## src/rtl/moving_sum_pkg.sv

```systemverilog
`default_nettype none
// ============================================================================
//  Module   : moving_sum_pkg
//  Purpose  : Shared constants and helpers for the moving_sum block and its
//             circular sample buffer.
//             - clog2          : ceiling log2 usable in parameter expressions
//             - acc_w          : accumulator / output width for a W x D window
//             - sext64         : sign-extend the low bits of a 64-bit word
//  Revision : 1.0 - initial release
// ============================================================================
package moving_sum_pkg;

    // Widest value the sign-extension helper handles.
    localparam int c_SEXT_MAX_W = 64;

    // Ceiling log2. Returns 0 for value <= 1. Bit 31 is never tested, so the
    // loop cannot hit the negative 1<<31 case.
    function automatic int clog2(input int value);
        int r;
        r = 0;
        for (int i = 0; i < 31; i++) begin
            if ((1 << i) < value) begin
                r = i + 1;
            end
        end
        return r;
    endfunction

    // A window of D signed W-bit samples needs clog2(D) extra bits of headroom.
    function automatic int acc_w(input int w, input int d);
        return w + clog2(d);
    endfunction

    // Treat bit (from_w-1) of val as the sign bit and replicate it upward.
    // Callers cast the result down to the width they need.
    function automatic logic [c_SEXT_MAX_W-1:0] sext64(
        input logic [c_SEXT_MAX_W-1:0] val,
        input int                      from_w
    );
        logic signed [c_SEXT_MAX_W-1:0] w_tmp;
        w_tmp = $signed(val << (c_SEXT_MAX_W - from_w));
        return w_tmp >>> (c_SEXT_MAX_W - from_w);
    endfunction

endpackage : moving_sum_pkg
`default_nettype wire

```

## src/rtl/moving_sum_buf.sv

```systemverilog
`default_nettype none
// ============================================================================
//  Module   : moving_sum_buf
//  Purpose  : Sample-enabled D-entry circular buffer. It advances only on
//             accepted samples and produces the sample written D accepted
//             samples earlier, read before the same-cycle write. During
//             warm-up the tap reads as zero, so stale contents never escape.
//  Ports    :
//      clk          in   clock, rising edge
//      reset        in   synchronous active-high reset
//      i_en         in   sample accept strobe
//      i_din        in   sample to store (W bits)
//      o_tap        out  mem[wp] once full, else 0 (W bits)
//      o_full       out  D samples accepted since reset
//      o_full_next  out  fill state after the current edge
//  Revision : 1.0 - initial release
// ============================================================================
module moving_sum_buf
    import moving_sum_pkg::*;
#(
    parameter int W = 16,
    parameter int D = 16
) (
    input  logic         clk,
    input  logic         reset,
    input  logic         i_en,
    input  logic [W-1:0] i_din,
    output logic [W-1:0] o_tap,
    output logic         o_full,
    output logic         o_full_next
);

    localparam int                 c_PTR_W = clog2(D);
    localparam logic [c_PTR_W-1:0] c_LAST  = c_PTR_W'(D - 1);

    logic [W-1:0]       r_mem [D];
    logic [c_PTR_W-1:0] r_wp;
    logic [c_PTR_W-1:0] r_cnt;
    logic               r_full;
    logic               w_wr;

    // Samples offered while reset is high must not land in the buffer.
    assign w_wr = i_en & ~reset;

    always_ff @(posedge clk) begin
        if (reset) begin
            r_wp   <= '0;
            r_cnt  <= '0;
            r_full <= 1'b0;
        end else if (i_en) begin
            r_wp <= (r_wp == c_LAST) ? '0 : r_wp + 1'b1;
            // The fill counter freezes once the window has filled.
            if (!r_full) begin
                if (r_cnt == c_LAST) begin
                    r_full <= 1'b1;
                end else begin
                    r_cnt <= r_cnt + 1'b1;
                end
            end
        end
    end

    // Storage has no reset: warm-up masking makes its contents irrelevant.
    always_ff @(posedge clk) begin
        if (w_wr) begin
            r_mem[r_wp] <= i_din;
        end
    end

    assign o_tap       = r_full ? r_mem[r_wp] : '0;
    assign o_full      = r_full;
    assign o_full_next = r_full | (i_en & (r_cnt == c_LAST));

endmodule : moving_sum_buf
`default_nettype wire

```

## src/rtl/moving_sum.sv

```systemverilog
`default_nettype none
// ============================================================================
//  Module   : moving_sum
//  Purpose  : Sliding-window summer over the last D accepted samples,
//             built as a recursive comb/integrator: acc += x[n] - x[n-D].
//             One cycle of latency, full rate with back-to-back samples.
//  Build option:
//      MOVING_SUM_AVG_EN  - when defined, dout is the rounded window mean
//                           (acc + 2^(L-1)) >>> L with L = clog2(D), and
//                           D must be a power of two.
//  Ports    :
//      clk       in   clock, rising edge
//      reset     in   synchronous active-high reset
//      din       in   signed sample (W bits)
//      din_vld   in   sample strobe
//      dout      out  signed window sum or mean (W+clog2(D) bits)
//      dout_vld  out  one-cycle strobe per accepted sample once full
//      full      out  D samples accepted since reset
//  Revision : 1.0 - initial release
// ============================================================================
module moving_sum
    import moving_sum_pkg::*;
#(
    parameter int W = 16,
    parameter int D = 16
) (
    input  logic                           clk,
    input  logic                           reset,
    input  logic signed [W-1:0]            din,
    input  logic                           din_vld,
    output logic signed [acc_w(W, D)-1:0]  dout,
    output logic                           dout_vld,
    output logic                           full
);

    localparam int c_ACC_W  = acc_w(W, D);
    localparam int c_LOG2_D = clog2(D);

    if ((D < 2) || (D > 4096)) begin : g_bad_depth
        $error("moving_sum: D must lie in 2..4096");
    end

    logic [W-1:0]               w_tap;
    logic                       w_full_next;
    logic signed [c_ACC_W-1:0]  w_din_ext;
    logic signed [c_ACC_W-1:0]  w_tap_ext;
    logic signed [c_ACC_W-1:0]  w_acc_next;
    logic signed [c_ACC_W-1:0]  w_dout_next;
    logic signed [c_ACC_W-1:0]  r_acc;
    logic signed [c_ACC_W-1:0]  r_dout;
    logic                       r_dout_vld;

    moving_sum_buf #(
        .W (W),
        .D (D)
    ) u_buf (
        .clk         (clk),
        .reset       (reset),
        .i_en        (din_vld),
        .i_din       (din),
        .o_tap       (w_tap),
        .o_full      (full),
        .o_full_next (w_full_next)
    );

    assign w_din_ext  = c_ACC_W'(sext64({{(c_SEXT_MAX_W-W){1'b0}}, din}, W));
    assign w_tap_ext  = c_ACC_W'(sext64({{(c_SEXT_MAX_W-W){1'b0}}, w_tap}, W));
    // Window of D W-bit samples always fits c_ACC_W bits: no saturation.
    assign w_acc_next = r_acc + w_din_ext - w_tap_ext;

`ifdef MOVING_SUM_AVG_EN
    if ((1 << c_LOG2_D) != D) begin : g_bad_pow2
        $error("moving_sum: averaging needs D to be a power of two");
    end

    localparam logic signed [c_ACC_W-1:0] c_HALF = c_ACC_W'(1) << (c_LOG2_D - 1);

    // Adding half an LSB cannot overflow: the largest window sum is
    // 2^(c_ACC_W-1) - D, leaving room for D/2.
    logic signed [c_ACC_W-1:0] w_rnd;
    assign w_rnd       = w_acc_next + c_HALF;
    assign w_dout_next = w_rnd >>> c_LOG2_D;
`else
    assign w_dout_next = w_acc_next;
`endif

    always_ff @(posedge clk) begin
        if (reset) begin
            r_acc      <= '0;
            r_dout     <= '0;
            r_dout_vld <= 1'b0;
        end else begin
            r_dout_vld <= din_vld & w_full_next;
            if (din_vld) begin
                r_acc  <= w_acc_next;
                r_dout <= w_dout_next;
            end
        end
    end

    assign dout     = r_dout;
    assign dout_vld = r_dout_vld;

endmodule : moving_sum
`default_nettype wire

```

## config.mk

```make
export PLATFORM = sky130hd
export DESIGN_NAME = moving_sum
export DESIGN_NICKNAME = d
export VERILOG_FILES = /design/src/rtl/moving_sum_pkg.sv /design/src/rtl/moving_sum_buf.sv /design/src/rtl/moving_sum.sv
export SDC_FILE = /design/constraint.sdc
export NUM_CORES = 1
export LEC_CHECK = 0
export ABC_AREA = 1
export BUFFER_PORTS_ARGS = -buffer_cell sky130_fd_sc_hd__buf_2
export CORE_MARGIN = 5
export CORE_UTILIZATION = 55
export CTS_BUF_LIST = sky130_fd_sc_hd__clkbuf_16
export CTS_CLUSTER_DIAMETER = 150
export DETAILED_ROUTE_END_ITERATION = 6
export PLACE_DENSITY_LB_ADDON = 0.08
export SYNTH_ARGS = -nofsm -noshare
export SYNTH_HDL_FRONTEND = slang
export SYNTH_SLANG_ARGS = --single-unit
```

## constraint.sdc

```tcl
create_clock -name clk -period 6.5 [get_ports clk]
set_clock_uncertainty 0.2 [all_clocks]
set_input_delay 0.975 -clock clk [delete_from_list [all_inputs] [get_ports clk]]
set_output_delay 0.975 -clock clk [all_outputs]
set_load 0.03 [all_outputs]
```

# Word-level counts from Yosys, hierarchy flattened
# Memory sizes are Yosys's and may differ from the RTL's. A register that Yosys moved wholly into a read port is not among the register bits.
# Index checks and enable logic that the tools add are counted.
# W data, S select, Z words.
[op_classes]
add_sub_neg = 4
n_eq_ne = 2
reduce_logical = 1
n_mux = 8
bitwise_logic = 7
[op_table]
columns = ["op", "count"]
rows = [
  ["$add A20 B16 Y20", 1],
  ["$sub A20 B16 Y20", 1],
  ["$mux W16", 1],
  ["$mux W4", 3],
  ["$add A4 B1 Y4 const B", 2],
  ["$eq A4 B4 Y1 const B", 2],
  ["$mux W1", 4],
  ["$and A1 B1 Y1", 3],
  ["$not A1 Y1", 3],
  ["$reduce_and A3 Y1", 1],
  ["$or A1 B1 Y1", 1],
]
[word_totals]
wordCells = 28
mem_count = 1
ram_bits = 256
ff_bits = 30
out_inout_bits = 22
[mem_list]
columns = ["memory", "words", "word_bits", "rd", "rd_clocked_by_memory_dff", "wr", "line_no", "source"]
rows = [
  ["u_buf.r_mem", 16, 16, 1, 1, 1, "moving_sum_buf.sv:36", "logic [W-1:0] r_mem [D];"],
]

# Logic depth before layout (Yosys ltp)
[logic_depth]
word_depth = 4
depth_mapped = 23
depth_no_buf = 21

# Cells and area by module
# Synthesis repeated with hierarchy kept, for this count alone.
[hier_totals]
hier_cells = 1490
hier_area_um2 = 14014.7
[modules_own_cells]
columns = ["module", "instances", "area_each_um2", "cells_per_inst"]
rows = [
  ["moving_sum_buf", 1, 11410.9, 1085],
  ["moving_sum", 1, 2603.7, 405],
]

# Worst setup path before layout
# No wires, ideal clock.
[synth_timing]
path_kind = "reg2reg"
start = "register u_buf.r_full (netlist: u_buf.o_full)"
end = "register r_dout[19] (netlist: dout[19])"
n_path_buf = 1
setup_ps = 109
synth_period_minus_slack_ps = 3125
path_stages_with_launch = 16
arrival_ps = 2815
required_ps = 6191
slack_ps = 3375
cell_sequence = "dfxtp_1 > clkinv_1 > clkbuf_1 > a21oi_1 > fa_1 > inv_1 > ha_1 > nand2_1 > nor2_1 > inv_1 > nor2_1 > nand3_1 > nand4_1 > nand3_1 > nand2_1 > inv_1"
[synth_via]
elab_chain_len = 2
[synth_lines]
columns = ["element", "line_no", "source"]
rows = [
  ["start: declaration", "moving_sum_buf.sv:39", "logic r_full;"],
  ["start signal: assignment", "moving_sum_buf.sv:49", "r_full <= 1'b0;"],
  ["start signal: assignment", "moving_sum_buf.sv:55", "r_full <= 1'b1;"],
  ["$mux W16", "moving_sum_buf.sv:70", "assign o_tap = r_full ? r_mem[r_wp] : '0;"],
  ["$sub A20 B16 Y20", "moving_sum.sv:69", "assign w_acc_next = r_acc + w_din_ext - w_tap_ext;"],
  ["end signal: assignment", "moving_sum.sv:96", "r_dout <= w_dout_next;"],
  ["end: declaration", "moving_sum.sv:50", "logic signed [c_ACC_W-1:0] r_dout;"],
]
# Every way passes these cells.
# A chain may end at the register's enable or synchronous reset.

==> impl_metrics.py <==
metrics = {
    "run_status": {
        "status": "finished, final reports clean",
    },
    "synth": {
        "synth_flop_cell": "edfxtp_1",
        "yosysSeqAreaShare_pct": 63.9,
        "yosys.area.top_type": "edfxtp_1",
        "ys_types": 34,
        "synthCells": 1171,
        "synth-edff-count": 256,
        "ys_ff_latch": 290,
        "synth_top_area_share_pct": 58.7,
        "syn_nets": 1235,
        "syn_area_per_cell_sq_um": 11.2,
        "syn_area_sq_mm": 0.0131,
        "synth_common_cells": "edfxtp_1, nor2_1, inv_1",
        "yosysMostFrequentCell": "edfxtp_1",
        "ys_warn_count": 0,
        "synthArstFlopShare_pct": 0,
        "ys_top_cells_by_area": "edfxtp_1, dfxtp_1, nor2_1, o21ai_0, inv_1",
    },
    "timing": {
        "max_freq_mhz": 213,
        "finalSetupViolations": 0,
        "period_share_pct": 72.2,
        "slew_viol_final": 0,
        "worst_slack_ns": 1.81,
        "worst_pin_slew_ns": 1.03,
        "rsz0062_at_grt": "no",
        "finalCriticalPeriod_ns": 4.69,
        "maxSlewHeadroom_pct": 31.5,
        "setup_tns_ns": 0,
        "hold_viol": 0,
    },
    "grt": {
        "grt_pass1_wl_um": 50600,
        "grt_max_degree": 83,
        "grt_pass1_vias": 8453,
        "antenna_found_initial": 0,
        "grt_remaining_overflow": 0,
        "track_usage_pct": 25.1,
    },
    "detailed_routing": {
        "drt.antenna.violating_nets": 0,
        "wl_met1_um": 14700,
        "vias": 8815,
        "drtPass1Iterations": 5,
        "post_drt_wl_per_cell_um": 21.5,
        "top_layer_used": "met4",
        "routed_wl_um": 33400,
        "drc": 0,
        "dr_wl_met2_um": 15500,
        "drtIter0Drc": 1012,
        "vias_per_cell": 5.69,
        "wl_met3_um": 2080,
    },
    "clock_tree": {
        "ctsRootBufferMaster": "clkbuf_16",
        "hold_buffers": 0,
        "cts_resized": 0,
        "clock_latency_ns": 0.56,
        "tritoncts": "yes",
        "clk_pin_slew_ns": 0.06,
        "numCtsBuffers": 30,
        "cts_buffer_depth": 3,
        "htreeDepth": 1,
        "postCtsSetupRepairBufs": 0,
        "clkSinkCount": 290,
    },
    "floorplan": {
        "io_pins": 41,
        "dieWidth_um": 164,
        "core_area_sq_mm": 0.0235,
        "dieArea_sq_mm": 0.0270,
        "initial_core_util_pct": 55.8,
        "rows": 56,
        "die_y_um": 164,
    },
    "pwr": {
        "ir_drop_uv": 316,
        "power_density_mw_per_mm2": 316,
        "seq_power_share_pct": 45.5,
        "p_leak_nw": 5.44,
        "clockPowerShare_pct": 36.9,
        "p_sw_share_pct": 28.0,
        "combPwrFrac_pct": 17.5,
        "netSwitchingPower_mw": 1.29,
        "intPower_mw": 3.31,
    },
    "critical_path": {
        "arrival_ns": 4.94,
        "required_ns": 6.75,
        "cp-end-kind": "register",
        "cp_cell_sequence": "clkinv_2 -> buf_12 -> o21ai_0 -> o221ai_1 -> nand3_1 -> a21oi_1 -> ha_1 -> inv_1 -> ha_1 -> fa_1 -> nand3_1 -> nand3_1 -> nand2_1 -> nand2_1 -> nand2_1 -> nand2_1 -> nand2_1 -> nand3_1 -> nand2_1 -> inv_1",
        "worst_path_most_repeated_cell": "nand2_1",
        "worstSetupPathType": "reg2reg",
        "crit_fanout": 82,
        "reg2reg_slack_ns": 1.81,
        "max_stage_delay_ns": 0.66,
        "cp-start-kind": "register",
        "cp_slowest_cell": "clkinv_2",
    },
    "run": {
        "drv_cap": 0,
    },
    "placement": {
        "hpwl_um": 19200,
        "place_congestion": 0.873,
        "pre_cts_slack_ns": 1.80,
        "portBuffers": 40,
    },
    "cells_and_area": {
        "nFillCells": 1879,
        "final-seq-area_sq_mm": 0.00837,
        "area_growth_pct": 11.3,
        "nets": 1270,
        "drive_gt1_share_pct": 11.3,
        "multi_input_area_sq_mm": 0.00393,
    },
    "worst_hold_path": {
        "hold_class": "reg2reg",
    },
}
## registers in the layout, indices dropped and copies added, names as in the netlist, named ones only
register and cells:
dout 20, dout_vld 1, u_buf.o_full 1, u_buf.r_cnt 4, u_buf.r_mem 256, u_buf.r_wp 4
## metrics by stage
| step | instance area, sq um | util [%] | hold slack [ns] | total power, mW | std cells |
|---|---|---|---|---|---|
| global route | 14600 | 62.1 | 0.282 | 4.83 | 1549 |
| detailed placement | 13600 | 57.9 | 0.253 | 2.94 | 1493 |
| floorplan | 13100 | - | 0.223 | 2.73 | 1171 |
| global placement | 13600 | 57.9 | 0.248 | 2.93 | 1493 |
| finish | 14600 | 62.1 | 0.257 | 4.60 | 1550 |
| CTS | 14600 | 62.1 | 0.260 | 4.63 | 1549 |
## layout by cell type (no fill, tap or decap), drive strengths merged, types with 3 or more instances in the layout
cell      Yosys  layout
edfxtp      256     256
nor2        180     180
o21ai       147     147
inv         134     141
nand2       104     104
buf          37      62
a21oi        57      57
nand3        45      45
o221ai       43      43
dfxtp        34      34
clkbuf       22      33
ha           26      26
o211ai       21      21
o22ai        19      19
fa           19      19
clkinv        2      13
xor2         11      11
nor3          4       4
clkinvlp      0       3
## cell type report
type                    count  share of cell area [%]
repair buffers             62                    2.59
multi-input cells         686                    26.9
flip-flops and latches    290                    57.4
inverters                 136                    3.51
clock buffers              33                    5.66
diodes                      1                  0.0172
clock inverters            23                    1.15
well taps                 319                    2.74
## power by group through the flow
stage / logic (mW) / registers [mW] / clock network [mW]
floorplan: 0.555 / 2.17 / 0
global route: 0.920 / 2.10 / 1.81
detailed placement: 0.802 / 2.14 / 0
finish: 0.807 / 2.10 / 1.70
global placement: 0.794 / 2.14 / 0
CTS: 0.807 / 2.10 / 1.73
## cell families (layout without fill, tap and decap cells)
| family | count (synthesis) | after routing | share of synthesized area [%] |
|---|---|---|---|
| flops | 290 | 290 | 63.9 |
| xor+xnor | 11 | 11 | 0.736 |
| fa+ha+maj | 45 | 45 | 5.39 |
| compound gates | 292 | 292 | 13.3 |
| other cells | 0 | 1 | 0 |
| simple gates | 338 | 338 | 10.3 |
| buf+inv | 195 | 254 | 6.45 |
## routing by layer
| layer | global-route usage (%) | vias to the layer above |
|---|---|---|
| li1 | - | 4192 |
| met1 | 36.1 | 4259 |
| met2 | 40.0 | 303 |
| met3 | 3.51 | 61 |
| met4 | 7.70 | 0 |
| met5 | 0 | - |
## critical path, delay by kind of cell (launching register included)
family | cells | cell delay (ns)
and+or+nand+nor | 10 | 1.02
buffers and inverters | 4 | 1.18
DFF | 1 | 0.65
AOI/OAI and AO/OA | 3 | 0.42
adders and majority gates | 3 | 1.04
## final timing paths
check	start	to	depth (start not counted)
min	u_buf.r_cnt[3]$_SDFFE_PP0P_	u_buf.r_cnt[3]$_SDFFE_PP0P_	1
max	register	dout[16]$_SDFFE_PP0P_	20
max reg2reg	register	dout[16]$_SDFFE_PP0P_	20
min reg2reg	u_buf.r_cnt[3]$_SDFFE_PP0P_	u_buf.r_cnt[3]$_SDFFE_PP0P_	1
No activity file was read; power rests on OpenSTA's default activity.
